$ cat src/rtl/gate_classifier.sv
// Sweeps all four {A,B} vectors into a two-input gate-under-test, samples its
// output for each, and decodes the resulting truth table to a gate type.
module gate_classifier #(
   parameter int SETTLE_CYCLES = 1
) (
   input  logic       clk,
   input  logic       rst,
   input  logic       start,
   input  logic       sense_y,
   output logic       drive_a,
   output logic       drive_b,
   output logic       busy,
   output logic       done,
   output logic [3:0] truth_table,
   output logic [2:0] gate_code,
   output logic       valid_gate
);

   localparam logic [3:0] SETTLE = 4'(SETTLE_CYCLES);

   typedef enum logic [1:0] {
      IDLE   = 2'd0,
      SWEEP  = 2'd1,
      DECODE = 2'd2
   } state_t;

   state_t     state_r;
   logic [1:0] idx_r;
   logic [3:0] cnt_r;
   logic [3:0] tt_shadow_r;

   // Truth table bit i holds Y for {A,B} = i; anything unrecognised maps to 0.
   function automatic logic [2:0] decode_gate(input logic [3:0] tt);
      logic [2:0] code;
      case (tt)
         4'b1000: code = 3'd1;
         4'b1110: code = 3'd2;
         4'b0111: code = 3'd3;
         4'b0001: code = 3'd4;
         4'b0110: code = 3'd5;
         4'b1001: code = 3'd6;
         default: code = 3'd0;
      endcase
      return code;
   endfunction

   // Sweep sequencer with all outputs registered.
   always_ff @(posedge clk) begin
      if (rst) begin
         state_r     <= IDLE;
         idx_r       <= 2'd0;
         cnt_r       <= 4'd0;
         tt_shadow_r <= 4'd0;
         drive_a     <= 1'b0;
         drive_b     <= 1'b0;
         busy        <= 1'b0;
         done        <= 1'b0;
         truth_table <= 4'd0;
         gate_code   <= 3'd0;
         valid_gate  <= 1'b0;
      end else begin
         case (state_r)
            IDLE: begin
               done    <= 1'b0;
               drive_a <= 1'b0;
               drive_b <= 1'b0;
               idx_r   <= 2'd0;
               cnt_r   <= 4'd0;
               if (start) begin
                  state_r     <= SWEEP;
                  busy        <= 1'b1;
                  tt_shadow_r <= 4'd0;
               end else begin
                  busy <= 1'b0;
               end
            end
            SWEEP: begin
               if (cnt_r == SETTLE) begin
                  // Drives already hold idx_r, so sense_y reflects this vector.
                  tt_shadow_r[idx_r] <= sense_y;
                  if (idx_r == 2'd3) begin
                     state_r <= DECODE;
                  end else begin
                     idx_r              <= idx_r + 2'd1;
                     cnt_r              <= 4'd0;
                     {drive_a, drive_b} <= idx_r + 2'd1;
                  end
               end else begin
                  cnt_r <= cnt_r + 4'd1;
               end
            end
            DECODE: begin
               truth_table <= tt_shadow_r;
               gate_code   <= decode_gate(tt_shadow_r);
               valid_gate  <= (decode_gate(tt_shadow_r) != 3'd0);
               done        <= 1'b1;
               busy        <= 1'b0;
               drive_a     <= 1'b0;
               drive_b     <= 1'b0;
               state_r     <= IDLE;
            end
            default: begin
               state_r <= IDLE;
               busy    <= 1'b0;
               done    <= 1'b0;
            end
         endcase
      end
   end

endmodule

$ cat config.mk
export PLATFORM = sky130hd
export DESIGN_NAME = gate_classifier
export DESIGN_NICKNAME = d
export VERILOG_FILES = /design/src/rtl/gate_classifier.sv
export SDC_FILE = /design/constraint.sdc
export NUM_CORES = 1
export LEC_CHECK = 0
export ABC_CLOCK_PERIOD_IN_PS = 1500
export CORE_ASPECT_RATIO = 0.6
export CORE_MARGIN = 5
export CORE_UTILIZATION = 48
export DETAILED_ROUTE_END_ITERATION = 16
export PLACE_DENSITY = 0.84
export SETUP_SLACK_MARGIN = 0.3
export SLEW_MARGIN = 20
export SYNTH_ARGS = -nofsm -noshare
export SYNTH_HDL_FRONTEND = slang
export SYNTH_SLANG_ARGS = --single-unit
$ cat constraint.sdc
create_clock -name clk -period 1.5 [get_ports clk]
set_input_delay 0.3 -clock clk [delete_from_list [all_inputs] [get_ports clk]]
set_output_delay 0.3 -clock clk [all_outputs]
set_load 0.02 [all_outputs]
### After elaboration in Yosys (flattened, before gate mapping)

Cells that the tools add are included.

* equality and inequality tests: 15
* muxes and demuxes: 28
* reductions and logical operators: 11
* magnitude comparators: 2
* add/subtract/negate cells: 2

Operator list (number)
* case mux 3 bit (6 select lines): 1
* two-way mux 4 bit: 4
* case mux 4 bit (2 select lines): 2
* equality test 4 bit, second input constant: 3
* AND reduction 3 bit: 4
* two-way mux 2 bit: 5
* equality test 4 x 1 -> 1 bit, second input constant: 2
* equality test 4 x 3 -> 1 bit, second input constant: 2
* inequality test 2 bit, second input constant: 4
* case mux 1 bit (2 select lines): 4
* case mux 2 bit (2 select lines): 2
* two-way mux 1 bit: 6
* two-way mux 3 bit: 2
* adder 4 x 1 -> 4 bit, second input constant: 1
* bitwise mux 4 bit: 1
* equality test 2 bit, second input constant: 2
* nonzero test 2 bit: 2
* < comparator 2 x 3 -> 1 bit, second input constant: 1
* inequality test 3 bit, second input constant: 1
* nonzero test 3 bit: 1
* adder 2 x 1 -> 2 bit, second input constant: 1
* demux 1 bit (select 2 bit): 1
* equality test 2 x 1 -> 1 bit, second input constant: 1
* greater-or-equal comparator 2 x 1 -> 1 bit, second input constant: 1
* 4 further kinds: 4

* register bits after elaboration: 24
* input port bits: 4
* logic and storage cells: 69
* output and inout bits: 12

### Logic depth before layout (Yosys ltp)

* word-level depth: 7
* depth in mapped cells: 5
* mapped depth without buffers: 5

### Worst setup path before layout

Ideal clock, no wire load.

* kind: flip-flop to flip-flop
* start point: register cnt_r[0]
* end point: register tt_shadow_r[3]
* arrival: 1.266 ns
* slack: 0.102 ns
* setup time: 0.132 ns
* required time: 1.368 ns
* cell stages (with the launch flop): 5
* buffers on the path: 0
* path through: dfxtp_1 -> ha_1 -> or3b_4 -> o311ai_2 -> a21oi_1

* longest elaborated chain between the ends: 3

RTL lines
* start: declaration: RTL line 29 `logic [3:0] cnt_r;`
* start signal: assignment: RTL line 89 `cnt_r <= cnt_r + 4'd1;`
* equality test 4 x 1 -> 1 bit: RTL line 78 `if (cnt_r == SETTLE) begin`
* inequality test 2 bit (no line)
* AND reduction 3 bit (no line)
* end signal: indexed assignment: RTL line 80 `tt_shadow_r[idx_r] <= sense_y;`
* end: declaration: RTL line 30 `logic [3:0] tt_shadow_r;`

Every way passes these cells.
A chain may end at the register's enable or synchronous reset.

### Worst setup path after layout

* start point: register cnt_r[1]
* end point: register tt_shadow_r[3]

Same word-level chain as after synthesis.

==> metrics.csv <==
metric;value;unit
drt_pass1_iterations;4;
cts_root_buf;sky130_fd_sc_hd__clkbuf_8;
tightest_slew;0.371;ns
layout.area.seq;498;µm²
status;complete, no violations;
buffer_ports.inserted;15;
relSlewSlack;75.2;%
num-nets-final;173;
net_switching_power_of_the_design;0.301;mW
clockBufferDepth;2;
worstHoldStart;drive_a;
y_dimension_of_the_die;49.3;µm
ratio_of_final_minimum_period_to_clock_period;93.0;%
clock_input_transition_at_the_sequential_cells_of_the_worst_setup_and_hold_paths;0.09;ns
grt.total_usage;19.1;%
antennaDiodeCount;0;
drv_slew;0;
comb_power_share;9.8;%
power.density;762;nW/µm²
tns;0;ns
finalClockSkew;0.00210;ns
postSynth.topFlopCell;sky130_fd_sc_hd__dfxtp_1;
most_frequent_cells_in_the_layout;16 x sky130_fd_sc_hd__dfxtp_1, 16 x sky130_fd_sc_hd__buf_4, 14 x sky130_fd_sc_hd__nor2_1;
power;1.24;mW
power_switching_share;24.3;%
core_area;2490;µm²
timing.critical_path.from;cnt_r[1];
starting_density_of_the_core;49.6;%
place.detailed.hpwl;2130;µm
drtIter0Drc;85;
drv.max_cap_violation_count;0;
synth_area_leader_cell;sky130_fd_sc_hd__dfxtp_1;
worstSkewPairLatency;0.28;ns
postSynth.asyncResetShare;0;%
global_route.overflow_total;0;
vias_per_cell;5.68;
average_footprint_of_a_synthesized_cell;9.36;µm²
first_global_vias;1114;
fin_cells;194;
ctsHtreeMaxLevel;1;
power.static_leakage;0.621;nW
gp_congestion;0.828;
multiInputGateArea;773;µm²
cts_hold_buf;0;
synth_area_leaders;sky130_fd_sc_hd__dfxtp_1 39%, sky130_fd_sc_hd__mux2i_1 6.5%, sky130_fd_sc_hd__ha_1 6.1%, sky130_fd_sc_hd__nor2_1 4.3%, sky130_fd_sc_hd__a21oi_1 3.2%;
dr_total_vias;1101;
power.share.sequential;53.1;%
p_int;0.935;mW
number_of_failing_hold_endpoints_at_the_final_stage;0;
fin_util;65.2;%
peakVddDrop;0.000594;V
setup.worst_path.class;flop to flop;
grt_first_pass_wirelength;5360;µm
cp.required;1.67;ns
die-width;75.5;µm
path_max_fanout;5;
final_setup_vio_count;0;
clkPwrFrac;37.1;%
boundaryPins;16;
grt_setup_unrepaired;true;
total_cts_buffers;3;
layout.filler_cells;198;
postSynthNetCount;142;
largest_net_degree_at_the_start_of_global_routing;14;
finish.instance_area;1620;µm²
placed_cell_area;1480;µm²
synth_edf_count;0;
synth.top_cell.area_share;38.9;%
clock_sink_count;24;
post_synthesis_sequential_element_count;24;
fmaxAchievable;716;MHz
wl;3170;µm
synth.distinct_cells;43;
drtAntennaViolNets;0;
area_delta_synth_final;31.4;%
yosysSeqAreaShare;38.9;%
yosys_warnings;0;
route.detailed.drc;0;
cts_tree;yes;
post_synth_instance_area;1230;µm²
setup.worst_path.end_class;flop;
syn_inst;132;
antenna_found_initial;0;
worst_r2r_startpoint;cnt_r[1];
worst_hold_path_type;flop to flop;
avgRoutedWirePerCell;16.4;µm
worstPathArrival;1.56;ns
place_inst;179;
worstSetupStartpointType;flop;
floorplan.die_area;3720;µm²
finalCriticalPeriod;1.40;ns
drive_above_1_share;38.3;%
std_cell_rows;14;
## metrics by stage
stage / hold slack, ns / setup slack, ns
2_1_floorplan: 0.468 / 0.200
5_1_grt: 0.471 / 0.0655
3_3_place_gp: 0.458 / -0.0161
4_1_cts: 0.465 / 0.110
3_5_place_dp: 0.478 / -0.0604
6_report: 0.458 / 0.104
## metal layers
layer / vias up / track usage, % / share of wire [%]
met2: 27 / 29.1 / 45
li1: 545 / - / -
met3: 7 / 5.76 / 4.6
met5: - / 0 / 0
met1: 522 / 24.5 / 48
met4: 0 / 8.43 / 2.2
## what timing repair did
| action | 4_1_cts | 5_1_grt |
|---|---|---|
| gates resized for setup | 45 | 18 |
| setup endpoints to repair | 34 | 33 |
| pin swaps | 6 | 1 |
| setup buffers | 11 | 0 |
## critical path, stage by stage, from the launching register on
cell	delay (ns)
sky130_fd_sc_hd__dfxtp_2	0.33
sky130_fd_sc_hd__inv_2	0.07
sky130_fd_sc_hd__ha_4	0.13
sky130_fd_sc_hd__or3b_4	0.42
sky130_fd_sc_hd__o311ai_4	0.24
sky130_fd_sc_hd__a21oi_2	0.08
## cells by family after synthesis
| kind of cell | after synthesis | share of synthesized area [%] |
|---|---|---|
| compound gates | 29 | 15.4 |
| fa+ha+maj | 6 | 6.08 |
| buf+inv | 12 | 4.76 |
| flops | 24 | 38.9 |
| mux | 8 | 6.48 |
| simple gates | 53 | 28.4 |
## area by class of cell
| type | count | area share, % |
|---|---|---|
| multi-input combinational | 96 | 47.6 |
| sequential | 24 | 30.7 |
| timing repair buffer | 32 | 14.4 |
| clock buffer | 4 | 3.39 |
| tap | 32 | 2.47 |
| inverter | 6 | 1.39 |
## power by group through the flow
stage | Sequential, mW | Clock [mW] | Combinational [mW]
6_report | 0.656 | 0.459 | 0.121
4_1_cts | 0.656 | 0.467 | 0.119
3_5_place_dp | 0.672 | 0 | 0.104
3_3_place_gp | 0.671 | 0 | 0.0998
2_1_floorplan | 0.669 | 0 | 0.0682
5_1_grt | 0.657 | 0.496 | 0.132
## sequential cells by signal, summed over array words and instances, names as in the netlist, 2 cells and up
signal	flops
tt_shadow_r	4
idx_r	2
state_r	2
cnt_r	4
gate_code	3
truth_table	4
## worst paths after layout
check	end	slack (ns)	depth (start not counted)
worst max-delay path	tt_shadow_r[3]	0.10	5
worst min-delay path	drive_a	0.46	2
worst max register to register	tt_shadow_r[3]	0.10	5
worst min register to register	drive_a	0.46	2
## cell usage after synthesis, types with 2 or more instances
cell type	n
sky130_fd_sc_hd__buf_2	2
sky130_fd_sc_hd__ha_1	6
sky130_fd_sc_hd__a311oi_1	2
sky130_fd_sc_hd__or4_1	3
sky130_fd_sc_hd__nand3_1	3
sky130_fd_sc_hd__inv_1	6
sky130_fd_sc_hd__nor3b_1	2
sky130_fd_sc_hd__o21ai_1	6
sky130_fd_sc_hd__nand2_1	4
sky130_fd_sc_hd__clkbuf_1	2
sky130_fd_sc_hd__o21ai_0	3
sky130_fd_sc_hd__nor2_1	14
sky130_fd_sc_hd__or3b_4	2
sky130_fd_sc_hd__a21oi_1	8
sky130_fd_sc_hd__nand3b_1	3
sky130_fd_sc_hd__nor2b_1	5
sky130_fd_sc_hd__nand2b_1	2
sky130_fd_sc_hd__nand4_1	3
sky130_fd_sc_hd__a211oi_1	2
sky130_fd_sc_hd__dfxtp_1	24
sky130_fd_sc_hd__mux2i_1	8
No activity file was read; power rests on OpenSTA's default activity.
